[src/rtl/npu_seq_ctrl.sv]
// NPU host interface and layer sequencer: decodes host accesses into memory strobes and
// command registers, then steps through the enabled layers with a per-layer watchdog.
//   state   | meaning
//   S_IDLE  | no run active
//   S_START | layer_start pulse for layer cur
//   S_WAIT  | waiting for layer_done[cur], watchdog counting down
//   S_DONE  | run finished, result latched
//   S_ERR   | watchdog expired on layer cur
module npu_seq_ctrl #(
    parameter int N_LAYERS = 4,
    parameter int N_MEM    = 5,
    parameter int SEL_W    = 3,
    parameter int IDX_W    = 12,
    parameter int DATA_W   = 32,
    parameter int RES_W    = 24,
    parameter int CMD_SEL  = 5,
    parameter int TMO_W    = 16
) (
    input  logic                   clk,
    input  logic                   rst,
    input  logic                   en,
    input  logic                   we,
    input  logic [SEL_W+IDX_W-1:0] addr,
    input  logic [DATA_W-1:0]      w_data,
    output logic [DATA_W-1:0]      r_data,
    output logic                   r_valid,
    output logic [N_MEM-1:0]       mem_we,
    output logic [IDX_W-1:0]       mem_idx,
    output logic [7:0]             mem_wdata,
    output logic [N_LAYERS-1:0]    layer_start,
    input  logic [N_LAYERS-1:0]    layer_done,
    input  logic [RES_W-1:0]       result_in,
    output logic                   busy,
    output logic                   done,
    output logic                   irq
);
    localparam int LW = (N_LAYERS > 1) ? $clog2(N_LAYERS) : 1;

    typedef enum logic [2:0] {S_IDLE, S_START, S_WAIT, S_DONE, S_ERR} state_t;
    state_t state, state_nxt;

    logic [SEL_W-1:0]    sel;
    logic [IDX_W-1:0]    idx;
    logic                cmd_wr, mem_wr, soft_rst, trig, mask_wr, tmo_wr;
    logic                running, start_run;
    logic [N_LAYERS-1:0] layer_mask, run_mask;
    logic [TMO_W-1:0]    tmo_reload, tmo_snap, tmo_cnt;
    logic [LW-1:0]       cur, first_k, nxt_k;
    logic                first_any, nxt_any, tmo_exp;
    logic                go_done, go_err, adv, fin;
    logic [RES_W-1:0]    result;
    logic                wr_blocked, overrun, timeout_err;
    logic [7:0]          err_layer;
    logic [DATA_W-1:0]   status, rd_val;
    logic                unused_wdata;

    assign sel       = addr[SEL_W+IDX_W-1:IDX_W];
    assign idx       = addr[IDX_W-1:0];
    assign cmd_wr    = en & we & (sel == SEL_W'(CMD_SEL));
    assign mem_wr    = en & we & (32'(sel) < N_MEM);
    assign soft_rst  = cmd_wr & (idx == IDX_W'(0));
    assign trig      = cmd_wr & (idx == IDX_W'(1));
    assign mask_wr   = cmd_wr & (idx == IDX_W'(4));
    assign tmo_wr    = cmd_wr & (idx == IDX_W'(5));
    assign running   = (state == S_START) || (state == S_WAIT);
    assign start_run = trig & ~running;
    assign tmo_exp   = (state == S_WAIT) && (tmo_snap != '0) && (tmo_cnt == TMO_W'(1));
    assign unused_wdata = ^w_data;

    always_comb begin
        first_any = 1'b0;
        first_k   = '0;
        for (int i = N_LAYERS - 1; i >= 0; i--) begin
            if (layer_mask[i]) begin
                first_any = 1'b1;
                first_k   = LW'(i);
            end
        end
    end

    always_comb begin
        nxt_any = 1'b0;
        nxt_k   = '0;
        for (int i = N_LAYERS - 1; i >= 0; i--) begin
            if (run_mask[i] && (i > int'(cur))) begin
                nxt_any = 1'b1;
                nxt_k   = LW'(i);
            end
        end
    end

    always_ff @(posedge clk or negedge rst) begin
        if (!rst) state <= S_IDLE;
        else      state <= state_nxt;
    end

    // Soft reset outranks layer_done, which outranks the watchdog.
    always_comb begin
        state_nxt = state;
        go_done   = 1'b0;
        go_err    = 1'b0;
        adv       = 1'b0;
        fin       = 1'b0;
        if (soft_rst) begin
            state_nxt = S_IDLE;
        end else begin
            case (state)
                S_IDLE, S_DONE, S_ERR: begin
                    if (trig) begin
                        if (first_any) begin
                            state_nxt = S_START;
                        end else begin
                            state_nxt = S_DONE;
                            go_done   = 1'b1;
                        end
                    end
                end
                S_START: state_nxt = S_WAIT;
                S_WAIT: begin
                    if (layer_done[cur]) begin
                        if (nxt_any) begin
                            state_nxt = S_START;
                            adv       = 1'b1;
                        end else begin
                            state_nxt = S_DONE;
                            go_done   = 1'b1;
                            fin       = 1'b1;
                        end
                    end else if (tmo_exp) begin
                        state_nxt = S_ERR;
                        go_err    = 1'b1;
                    end
                end
                default: state_nxt = S_IDLE;
            endcase
        end
    end

    always_comb begin
        busy        = running;
        done        = (state == S_DONE);
        layer_start = '0;
        if (state == S_START) layer_start[cur] = 1'b1;
    end

    always_ff @(posedge clk or negedge rst) begin
        if (!rst) begin
            layer_mask  <= '1;
            tmo_reload  <= '0;
            run_mask    <= '0;
            tmo_snap    <= '0;
            tmo_cnt     <= '0;
            cur         <= '0;
            result      <= '0;
            wr_blocked  <= 1'b0;
            overrun     <= 1'b0;
            timeout_err <= 1'b0;
            err_layer   <= '0;
            irq         <= 1'b0;
        end else begin
            irq <= go_done | go_err;
            if (mask_wr) layer_mask <= w_data[N_LAYERS-1:0];
            if (tmo_wr)  tmo_reload <= w_data[TMO_W-1:0];
            if (state == S_START)
                tmo_cnt <= tmo_snap;
            else if ((state == S_WAIT) && (tmo_cnt != '0))
                tmo_cnt <= tmo_cnt - TMO_W'(1);
            if (soft_rst) begin
                result      <= '0;
                wr_blocked  <= 1'b0;
                overrun     <= 1'b0;
                timeout_err <= 1'b0;
                err_layer   <= '0;
            end else begin
                // Mask and watchdog reload are frozen for the whole run at trigger time.
                if (start_run) begin
                    run_mask    <= layer_mask;
                    tmo_snap    <= tmo_reload;
                    cur         <= first_k;
                    wr_blocked  <= 1'b0;
                    overrun     <= 1'b0;
                    timeout_err <= 1'b0;
                    err_layer   <= '0;
                    if (!first_any) result <= '0;
                end
                if (trig & running)   overrun    <= 1'b1;
                if (mem_wr & running) wr_blocked <= 1'b1;
                if (adv)              cur        <= nxt_k;
                if (fin)              result     <= result_in;
                if (go_err) begin
                    timeout_err <= 1'b1;
                    err_layer   <= 8'(cur);
                end
            end
        end
    end

    always_comb begin
        status        = '0;
        status[15:8]  = err_layer;
        status[5]     = timeout_err;
        status[4]     = overrun;
        status[3]     = wr_blocked;
        status[1]     = busy;
        status[0]     = done;
        rd_val        = '0;
        if (sel == SEL_W'(CMD_SEL)) begin
            if (idx == IDX_W'(2))      rd_val = DATA_W'($signed(result));
            else if (idx == IDX_W'(3)) rd_val = status;
        end
    end

    always_ff @(posedge clk or negedge rst) begin
        if (!rst) begin
            mem_we    <= '0;
            mem_idx   <= '0;
            mem_wdata <= '0;
            r_valid   <= 1'b0;
            r_data    <= '0;
        end else begin
            mem_we  <= '0;
            r_valid <= en & ~we;
            r_data  <= (en & ~we) ? rd_val : '0;
            if (mem_wr & ~running) begin
                mem_we    <= N_MEM'(1) << sel;
                mem_idx   <= idx;
                mem_wdata <= w_data[7:0];
            end
        end
    end
endmodule

[config.mk]
export PLATFORM = sky130hd
export DESIGN_NAME = npu_seq_ctrl
export DESIGN_NICKNAME = d
export VERILOG_FILES = /design/src/rtl/npu_seq_ctrl.sv
export SDC_FILE = /design/constraint.sdc
export NUM_CORES = 1
export LEC_CHECK = 0
export CAP_MARGIN = 20
export CORE_MARGIN = 4
export CORE_UTILIZATION = 30
export CTS_CLUSTER_DIAMETER = 100
export DETAILED_ROUTE_END_ITERATION = 10
export GPL_TIMING_DRIVEN = 0
export HOLD_SLACK_MARGIN = 0.12
export PLACE_DENSITY = 0.57
export SLEW_MARGIN = 30
export SYNTH_ARGS = -nofsm -noshare
export SYNTH_HDL_FRONTEND = slang
export SYNTH_SLANG_ARGS = --single-unit
[constraint.sdc]
create_clock -name clk -period 3.9 [get_ports clk]
set_input_delay 0.585 -clock clk [delete_from_list [all_inputs] [get_ports clk]]
set_output_delay 0.585 -clock clk [all_outputs]
set_load 0.05 [all_outputs]
After elaboration in Yosys (flattened, before gate mapping):

Cells that the tools add are included.

* $add $sub $neg: 1
* magnitude comparators: 6
* equal/unequal tests: 14
* shift operators: 1
* multiplexer cells: 65
* bitwise logic cells: 16
* reductions and logical operators: 23

Operators by type and width (number)
* two-way mux 24 bit: 4
* two-way mux 32 bit: 3
* two-way mux 16 bit: 3
* nonzero test 16 bit: 2
* two-way mux 1 bit: 31
* == test 12 x 2 -> 1 bit, second input constant: 2
* == test 12 x 3 -> 1 bit, second input constant: 2
* two-way mux 8 bit: 3
* two-way mux 2 bit: 11
* == test 16 x 1 -> 1 bit, second input constant: 1
* subtractor 16 x 1 -> 16 bit, second input constant: 1
* AND 1 bit: 12
* == test 12 x 1 -> 1 bit, second input constant: 1
* zero test 12 bit: 1
* two-way mux 3 bit: 4
* nonzero test 3 bit: 4
* one-hot mux 3 bit (3 select lines): 1
* AND reduction 2 bit: 4
* logical AND 1 bit: 7
* == test 3 x 2 -> 1 bit, second input constant: 2
* == test 3 bit, second input constant: 2
* two-way mux 5 bit: 1
* left shift 1 x 3 -> 5 bit, first input constant: 1
* greater-than comparator 2 bit, first input constant: 2
* other kinds (18): 21

* register bits: 155
* bits of input ports: 79
* output and inout port bits: 65
* word-level logic and storage cells: 144

Longest topological paths before layout:

Gate-level depths: netlist of run 1.

* depth after elaboration: 11
* gate-level depth with buffers: 9
* gate-level depth less buffers: 6

Least setup slack after synthesis of run 1:

Ideal clock, no wire load.

* path kind: register to output
* from: reg state[2]
* to: out layer_start[0]
* arrival time: 2139 ps
* required time: 3315 ps
* setup slack: 1176 ps
* stages on the path, launching flop included: 5
* path buffers: 2
* cells stage by stage: dfrtp_1 clkbuf_1 or3b_1 clkbuf_1 nor3_1

* longest elaborated chain between the ends: 2

Ends and longest elaborated chain
* start: declaration: line 40 `state_t state, state_nxt;`
* start signal: assignment: line 94 `else state <= state_nxt;`
* == test 3 x 1 -> 1 bit: line 143 `if (state == S_START) layer_start[cur] = 1'b1;`
* two-way mux 4 bit: line 143
* end: declaration: line 30 `output logic [N_LAYERS-1:0] layer_start,`

No other way between the ends.

Worst setup path in the final report of run 1:

* from: reg state[2]
* to: out layer_start[2]

The elaborated chain is that of the path after synthesis.

==> PnR_summary.wiki, run 1 <==
{| class="wikitable"
! Metric !! Value
|-
| # clock sinks || 140
|-
| Slew at the pin closest to its max-slew limit || 0.778 ns
|-
| Slew Limit Fails || 0
|-
| Buffers added on ports || 127
|-
| Final worst-path cycle share || 92.7%
|-
| TritonCTS Buffers || 17
|-
| Synth Flop Type || sky130_fd_sc_hd__dfrtp_1
|-
| Per-cell via count in the routed design || 4.73
|-
| Count of yosys warnings during synthesis || 0
|-
| Clock Path Buffers || 2
|-
| Relative area change from synthesis to final layout || 37.5%
|-
| Count leader, synth || sky130_fd_sc_hd__dfrtp_1
|-
| Largest net degree at the start of global routing || 75
|-
| Share of the synthesized area in the top cell type || 56.0%
|-
| Num rows || 51
|-
| Synthesized netlist cell count || 530
|-
| Number of setup violations in the final report || 0
|-
| Clock network latency to the later pin of the worst-skew pair || 0.43 ns
|-
| Class of the worst hold path || input pin to async pin
|-
| DRT antenna net count || 0
|-
| Total Die Area || 22600 sq um
|-
| Total power of the final layout || 5.68 mW
|-
| Signal arrival time at the worst endpoint || 3.03 ns
|-
| Count of hold buffers inserted by post-cts repair || 0
|-
| Dpl cells || 923
|-
| DRC violation count after routing || 0
|-
| NumNets Final || 759
|-
| Initial antenna violation count || 0
|-
| Floorplan core area || 19700 sq um
|-
| Outcome || finished clean
|-
| Category of the worst setup path launch point || register
|-
| Number of flops mapped to enable cells by yosys || 0
|-
| Residual overflow from global routing || 0
|-
| Hpwl dp || 11.3 mm
|-
| RSZ-0062 raised after global routing || false
|-
| H-Tree Depth || 4
|-
| Post-CTS resize count || 0
|-
| Leading post-synthesis cells by cell area || sky130_fd_sc_hd__dfrtp_1 (56%), sky130_fd_sc_hd__mux2_2 (6.7%), sky130_fd_sc_hd__nand2_1 (4.1%), sky130_fd_sc_hd__a22o_1 (3.5%), sky130_fd_sc_hd__nor2_1 (2.1%)
|-
| Die extent in y || 150 um
|-
| Count of placed standard cells in the final layout, fillers left out || 955
|-
| Most frequent cells after synthesis || sky130_fd_sc_hd__dfrtp_1 (136), sky130_fd_sc_hd__nand2_1 (66), sky130_fd_sc_hd__mux2_2 (36), sky130_fd_sc_hd__nor2_1 (34), sky130_fd_sc_hd__a22o_1 (24)
|-
| Wire length per cell after detailed routing || 16.1 um
|-
| Placement-stage cell area || 7710 sq um
|-
| Mean Syn Cell Area || 11.5 sq um
|-
| Initial detailed-routing violation count || 252
|-
| Minimum clock period || 3.61 ns
|-
| Data required time of the critical path || 3.31 ns
|-
| Effective utilization at floorplan || 30.8%
|-
| Global-route wire length before repair || 24.8 mm
|-
| Startpoint of the most critical register-to-register path || cur[0]
|-
| Crit. End Element || output pin
|-
| GRT Resource Usage Total || 14.1%
|-
| Library cell occupying the most area in the post-synthesis netlist || sky130_fd_sc_hd__dfrtp_1
|-
| Hold Fails Final Rpt || 0
|-
| Net count of the mapped netlist || 612
|-
| Slew margin rel. || 47.6%
|-
| Clock tree from TritonCTS || built
|-
| Post-synthesis sequential element count || 140
|-
| Root Driver || sky130_fd_sc_hd__clkbuf_16
|-
| Fraction of the yosys area taken by sequential cells || 57.7%
|-
| Total Wirelength || 15.4 mm
|-
| Power density normalized to cell area || 679 nW/um^2
|-
| Setup fix buffers added after clock tree synthesis || 0
|-
| Cell area after layout || 8360 sq um
|-
| Maximum fanout encountered on the critical timing path || 10
|-
| Post-route clock skew || 0.0254 ns
|-
| Detailed-route via count || 4520
|-
| Worst setup path start || state[2]
|-
| Ports || 144
|-
| Clock transition at the register clock pins on the worst setup and hold paths after CTS || 0.06 ns
|-
| Pre-Repair DR Iteration Count || 4
|-
| Kind of critical path || register to output pin
|-
| Reported max-cap violation count || 0
|-
| VDD IR-drop max || 0.504 mV
|-
| Die boundary width || 150 um
|-
| Number of global-route vias before repair || 4693
|-
| Maximum clock frequency || 0.277 GHz
|-
| Worst setup slack for register-to-register paths || 1.37 ns
|-
| Worst r2r path cells || 6
|-
| Share of layout cells above drive strength 1 || 14.8%
|-
| Number of distinct library cells after synthesis || 62
|-
| # fillers || 1836
|-
| Reg-to-Reg End || result[9]
|-
| Leakage power total || 3.74 nW
|-
| Mapped cell area || 6080 sq um
|-
| Final Wtd Congestion || 0.816
|-
| Async set-or-reset flop fraction in the synthesized netlist || 100%
|}
cell usage in the layout, fill, tap and decap left out, drive strengths merged, types with 3 or more instances in the layout:
cell type / netlist / layout
inv: 7 / 8
nor4: 10 / 10
ha: 3 / 3
clkbuf: 18 / 40
nand2: 66 / 66
a22oi: 7 / 7
and3: 6 / 6
and2: 18 / 18
nor3b: 3 / 3
nor2b: 3 / 3
a21oi: 17 / 17
o21ai: 28 / 28
mux2: 41 / 41
and3b: 3 / 3
nor4b: 3 / 3
o211ai: 3 / 3
nand3: 9 / 9
clkinv: 0 / 3
a22o: 24 / 24
nor2: 34 / 34
nor3: 13 / 13
dfrtp: 136 / 136
nand2b: 3 / 3
dfstp: 4 / 4
clkdlybuf4s50: 0 / 126
or3: 9 / 9
mux2i: 11 / 11
buf: 19 / 21
bufinv: 0 / 4
report_power, final:
| part | internal [mW] | switching (mW) |
|---|---|---|
| Clock | 1.14 | 0.603 |
| Combinational | 0.758 | 1.22 |
| Sequential | 1.76 | 0.195 |
critical path: stages, from the launching register on:
cell	delay (ns)
sky130_fd_sc_hd__dfrtp_1	0.36
sky130_fd_sc_hd__clkbuf_1	0.17
sky130_fd_sc_hd__nor3b_1	0.61
sky130_fd_sc_hd__clkbuf_1	0.45
sky130_fd_sc_hd__and3_1	0.23
sky130_fd_sc_hd__clkdlybuf4s50_1	0.80
state kept, by name, indices dropped and copies added, names as in the netlist, 4 cells and up:
register,count
result,24
mem_wdata,8
tmo_reload,16
mem_we,5
r_data,24
mem_idx,12
tmo_snap,16
tmo_cnt,16
layer_mask,4
stage by stage:
stage	setup WS, ns	hold WS (ns)	setup TNS, ns	utilization [%]
after global placement	-3.34	0.459	-458.39	38.9
after detailed placement	0.710	0.457	0	39.1
after global routing	0.0563	0.141	0	42.4
after floorplan	1.18	0.289	0	-
final	0.286	0.115	0	42.4
after CTS	0.237	0.123	0	42.4
per-layer routing:
layer	vias to the layer above	share of wire [%]	GRT usage, %
met2	123	47	22.4
met5	-	0	0
met1	2206	46	18.5
li1	2176	-	-
met3	15	4.8	3.40
met4	0	1.5	5.90
final cells by class:
type,instances,area (sq um),area share (%)
plain buffers,37,200,2.40
repair buffers,128,1300,15.6
clock inverters,9,159,1.90
multi-input cells,346,2340,28.0
clock buffers,22,484,5.79
diodes,1,2.50,0.0299
inverters,7,26.3,0.314
flip-flops and latches,140,3510,42.0
well taps,265,332,3.97
cell families (layout without fill, tap and decap cells):
| group | after synthesis | count (layout) | synth area share, % |
|---|---|---|---|
| compound gates | 96 | 96 | 10.8 |
| xor+xnor | 1 | 1 | 0.144 |
| fa+ha+maj | 4 | 4 | 0.783 |
| buf+inv | 44 | 203 | 3.73 |
| flops | 140 | 140 | 57.7 |
| mux | 53 | 53 | 9.78 |
| other cells | 0 | 1 | 0 |
| simple gates | 192 | 192 | 17.1 |
how the worst max path moves through the flow:
| stage | slack [ns] | to |
|---|---|---|
| after floorplan | 1.18 | layer_start[0] |
| after global placement | -3.34 | mem_idx[1] |
| after detailed placement | 0.71 | layer_start[3] |
| after CTS | 0.24 | layer_start[3] |
| after global routing | 0.06 | layer_start[3] |
| final | 0.29 | layer_start[2] |
Power figures use the tool's default switching activity.
==> inputs of run 2 (changes only) <==
ABC_CLOCK_PERIOD_IN_PS = 3900   (was default)
PLACE_DENSITY = default   (was 0.57)
==> PnR_summary.wiki, run 2 (synthesized netlist as in run 1, its figures left out) <==
{| class="wikitable"
! Metric !! Value
|-
| Slew at the pin closest to its max-slew limit || 0.770 ns (-0.00796 ns)
|-
| Largest registers in the final layout || r_data: 24 flops, result: 24 flops
|-
| Num rows || 51 (unchanged)
|-
| Final worst-path cycle share || 90.7% (-2.0 points)
|-
| Residual overflow from global routing || 0 (unchanged)
|-
| DRC violation count after routing || 0 (unchanged)
|-
| Class of the worst hold path || register to register
|-
| Dpl cells || 923 (unchanged)
|-
| Floorplan core area || 19700 sq um (unchanged)
|-
| Root Driver || sky130_fd_sc_hd__clkbuf_16
|-
| GRT Resource Usage Total || 13.7% (-0.39 points)
|-
| Per-cell via count in the routed design || 4.73 (-0.10%)
|-
| Initial detailed-routing violation count || 223 (-12%)
|-
| Hold Fails Final Rpt || 0 (unchanged)
|-
| Total Die Area || 22600 sq um (unchanged)
|-
| Most common library cell in the layout ignoring fill and taps || sky130_fd_sc_hd__dfrtp_1
|-
| Worst setup slack for register-to-register paths || 1.49 ns (+0.12 ns)
|-
| Reported max-cap violation count || 0 (unchanged)
|-
| Utilization after layout || 42.3% (-0.11 points)
|-
| Hold Path Depth || 2
|-
| RSZ-0062 raised after global routing || false
|-
| Clock tree from TritonCTS || built
|-
| Total power of the final layout || 5.58 mW (-1.7%)
|-
| Reg-to-Reg End || result[6]
|-
| Total Wirelength || 14.6 mm (-5.1%)
|-
| Minimum clock period || 3.54 ns (-0.0764 ns)
|-
| Post-route clock skew || 0.0132 ns (-0.0122 ns)
|-
| VDD IR-drop max || 0.406 mV (-19%)
|-
| Final Wtd Congestion || 0.842 (+3.2%)
|-
| Antenna Diode Count || 0 (-1)
|-
| Commonest cells after routing, fill and taps aside || sky130_fd_sc_hd__dfrtp_1 (136), sky130_fd_sc_hd__clkdlybuf4s50_1 (126), sky130_fd_sc_hd__nand2_1 (66)
|-
| Worst r2r path cells || 6 (unchanged)
|-
| Final sum of negative setup slack || 0 ns (unchanged)
|-
| Buffers added on ports || 127 (unchanged)
|-
| Maximum clock frequency || 0.283 GHz (+2.2%)
|-
| Number of setup violations in the final report || 0 (unchanged)
|-
| TritonCTS Buffers || 17 (unchanged)
|-
| Power density normalized to cell area || 669 nW/um^2 (-1.5%)
|-
| Initial antenna violation count || 0 (unchanged)
|-
| Effective utilization at floorplan || 30.8% (unchanged)
|-
| Detailed-route via count || 4520 (unchanged)
|-
| Share of layout cells above drive strength 1 || 15.2% (+0.39 points)
|-
| # clock sinks || 140 (unchanged)
|-
| Relative area change from synthesis to final layout || 37.2%
|-
| NumNets Final || 760 (+0.13%)
|-
| Global-route wire length before repair || 24.6 mm (-0.86%)
|-
| Clock transition at the register clock pins on the worst setup and hold paths after CTS || 0.06 ns (about the same)
|-
| Startpoint of the most critical register-to-register path || cur[0]
|-
| Signal arrival time at the worst endpoint || 2.95 ns (-0.08 ns)
|-
| H-Tree Depth || 4 (unchanged)
|-
| Kind of critical path || register to output pin
|-
| Die extent in y || 150 um (unchanged)
|-
| Leakage power total || 3.72 nW (-0.35%)
|-
| Crit. End Element || output pin
|-
| Number of global-route vias before repair || 4870 (+3.8%)
|-
| Pre-Repair DR Iteration Count || 4 (unchanged)
|-
| Source of the worst hold timing path || tmo_reload[15]
|-
| Worst setup margin || 0.362 ns (+0.0764 ns)
|-
| Wire length per cell after detailed routing || 15.3 um (-5.2%)
|-
| Maximum fanout encountered on the critical timing path || 10 (unchanged)
|-
| Count of placed standard cells in the final layout, fillers left out || 956 (+0.10%)
|-
| Ports || 144 (unchanged)
|-
| Hpwl dp || 10.7 mm (-5.4%)
|-
| Die boundary width || 150 um (unchanged)
|-
| DRT antenna net count || 0 (unchanged)
|-
| Slew Limit Fails || 0 (unchanged)
|-
| Pre-CTS setup slack || 0.550 ns (-0.160 ns)
|-
| Outcome || finished clean
|-
| Largest net degree at the start of global routing || 86 (+15%)
|-
| Setup fix buffers added after clock tree synthesis || 0 (unchanged)
|-
| Category of the worst setup path launch point || register
|-
| Hold Path End || tmo_snap[15]
|-
| Clock Path Buffers || 2 (unchanged)
|-
| Data required time of the critical path || 3.31 ns (about the same)
|-
| Slew margin rel. || 48.2% (+0.54 points)
|-
| Clock network latency to the later pin of the worst-skew pair || 0.43 ns (about the same)
|}
==> run 2: cell types whose count changed in the layout (fill, tap and decap cells not counted), sizes merged <==
cell / previous run / this run
inv: 8 / 14
clkinv: 3 / 4
clkbuf: 40 / 35
diode: 1 / 0
bufinv: 4 / 2
clkinvlp: 1 / 2
dlygate4sd3: 0 / 1
==> run 2: worst max-delay path: stages, from the launching register on <==
cell and delay [ns]:
sky130_fd_sc_hd__dfrtp_1 0.36, sky130_fd_sc_hd__clkbuf_1 0.19, sky130_fd_sc_hd__nor3b_2 0.43, sky130_fd_sc_hd__clkbuf_1 0.52, sky130_fd_sc_hd__and3_1 0.23, sky130_fd_sc_hd__clkdlybuf4s50_1 0.80
==> run 2: per-stage QoR <==
step	area, sq um	hold slack [ns]
2_1_floorplan	6080	0.289
3_3_place_gp	7680	0.462
3_5_place_dp	7710	0.463
4_1_cts	8330	0.476
5_1_grt	8330	0.488
6_report	8330	0.471
==> run 2: metal layers <==
metal | GRT usage [%] | up-vias | wire, um
met2 | 22.2 | 138 | 6940
met1 | 17.4 | 2178 | 6570
met4 | 4.80 | 0 | 277
met5 | 0 | - | 0
met3 | 4.15 | 24 | 818
li1 | - | 2180 | -
==> run 2: area by class of cell <==
type                            count  area (sq um)
Timing Repair Buffer              129          1310
Sequential cell                   140          3510
Tap cell                          265           332
Clock buffer                       17           425
Inverter                            7          26.3
Clock inverter                     15           183
Buffer                             37           200
Fill cell                        1865         11400
Multi-Input combinational cell    346          2350
==> run 2: how the worst max path moves through the flow <==
stage / cells past startpoint / to / start
floorplan: 4 / layer_start[0] / state[2]
global placement: 1 / tmo_reload[13] / rst
detailed placement: 5 / layer_start[3] / state[2]
CTS: 5 / layer_start[3] / state[2]
global route: 5 / layer_start[3] / state[2]
finish: 5 / layer_start[2] / state[2]
==> run 2: where the power goes <==
group          switching [mW]  internal [mW]  total (mW)
sequential              0.195           1.76        1.96
combinational            1.21          0.759        1.97
clock                   0.682          0.968        1.65
==> run 2: what timing repair did <==
| item | in CTS | in global routing |
|---|---|---|
| endpoints found under the setup margin | 0 | 2 |
| endpoints found under the hold margin | 51 | 0 |
| hold buffers | 1 | 0 |
| resized for setup | 0 | 1 |
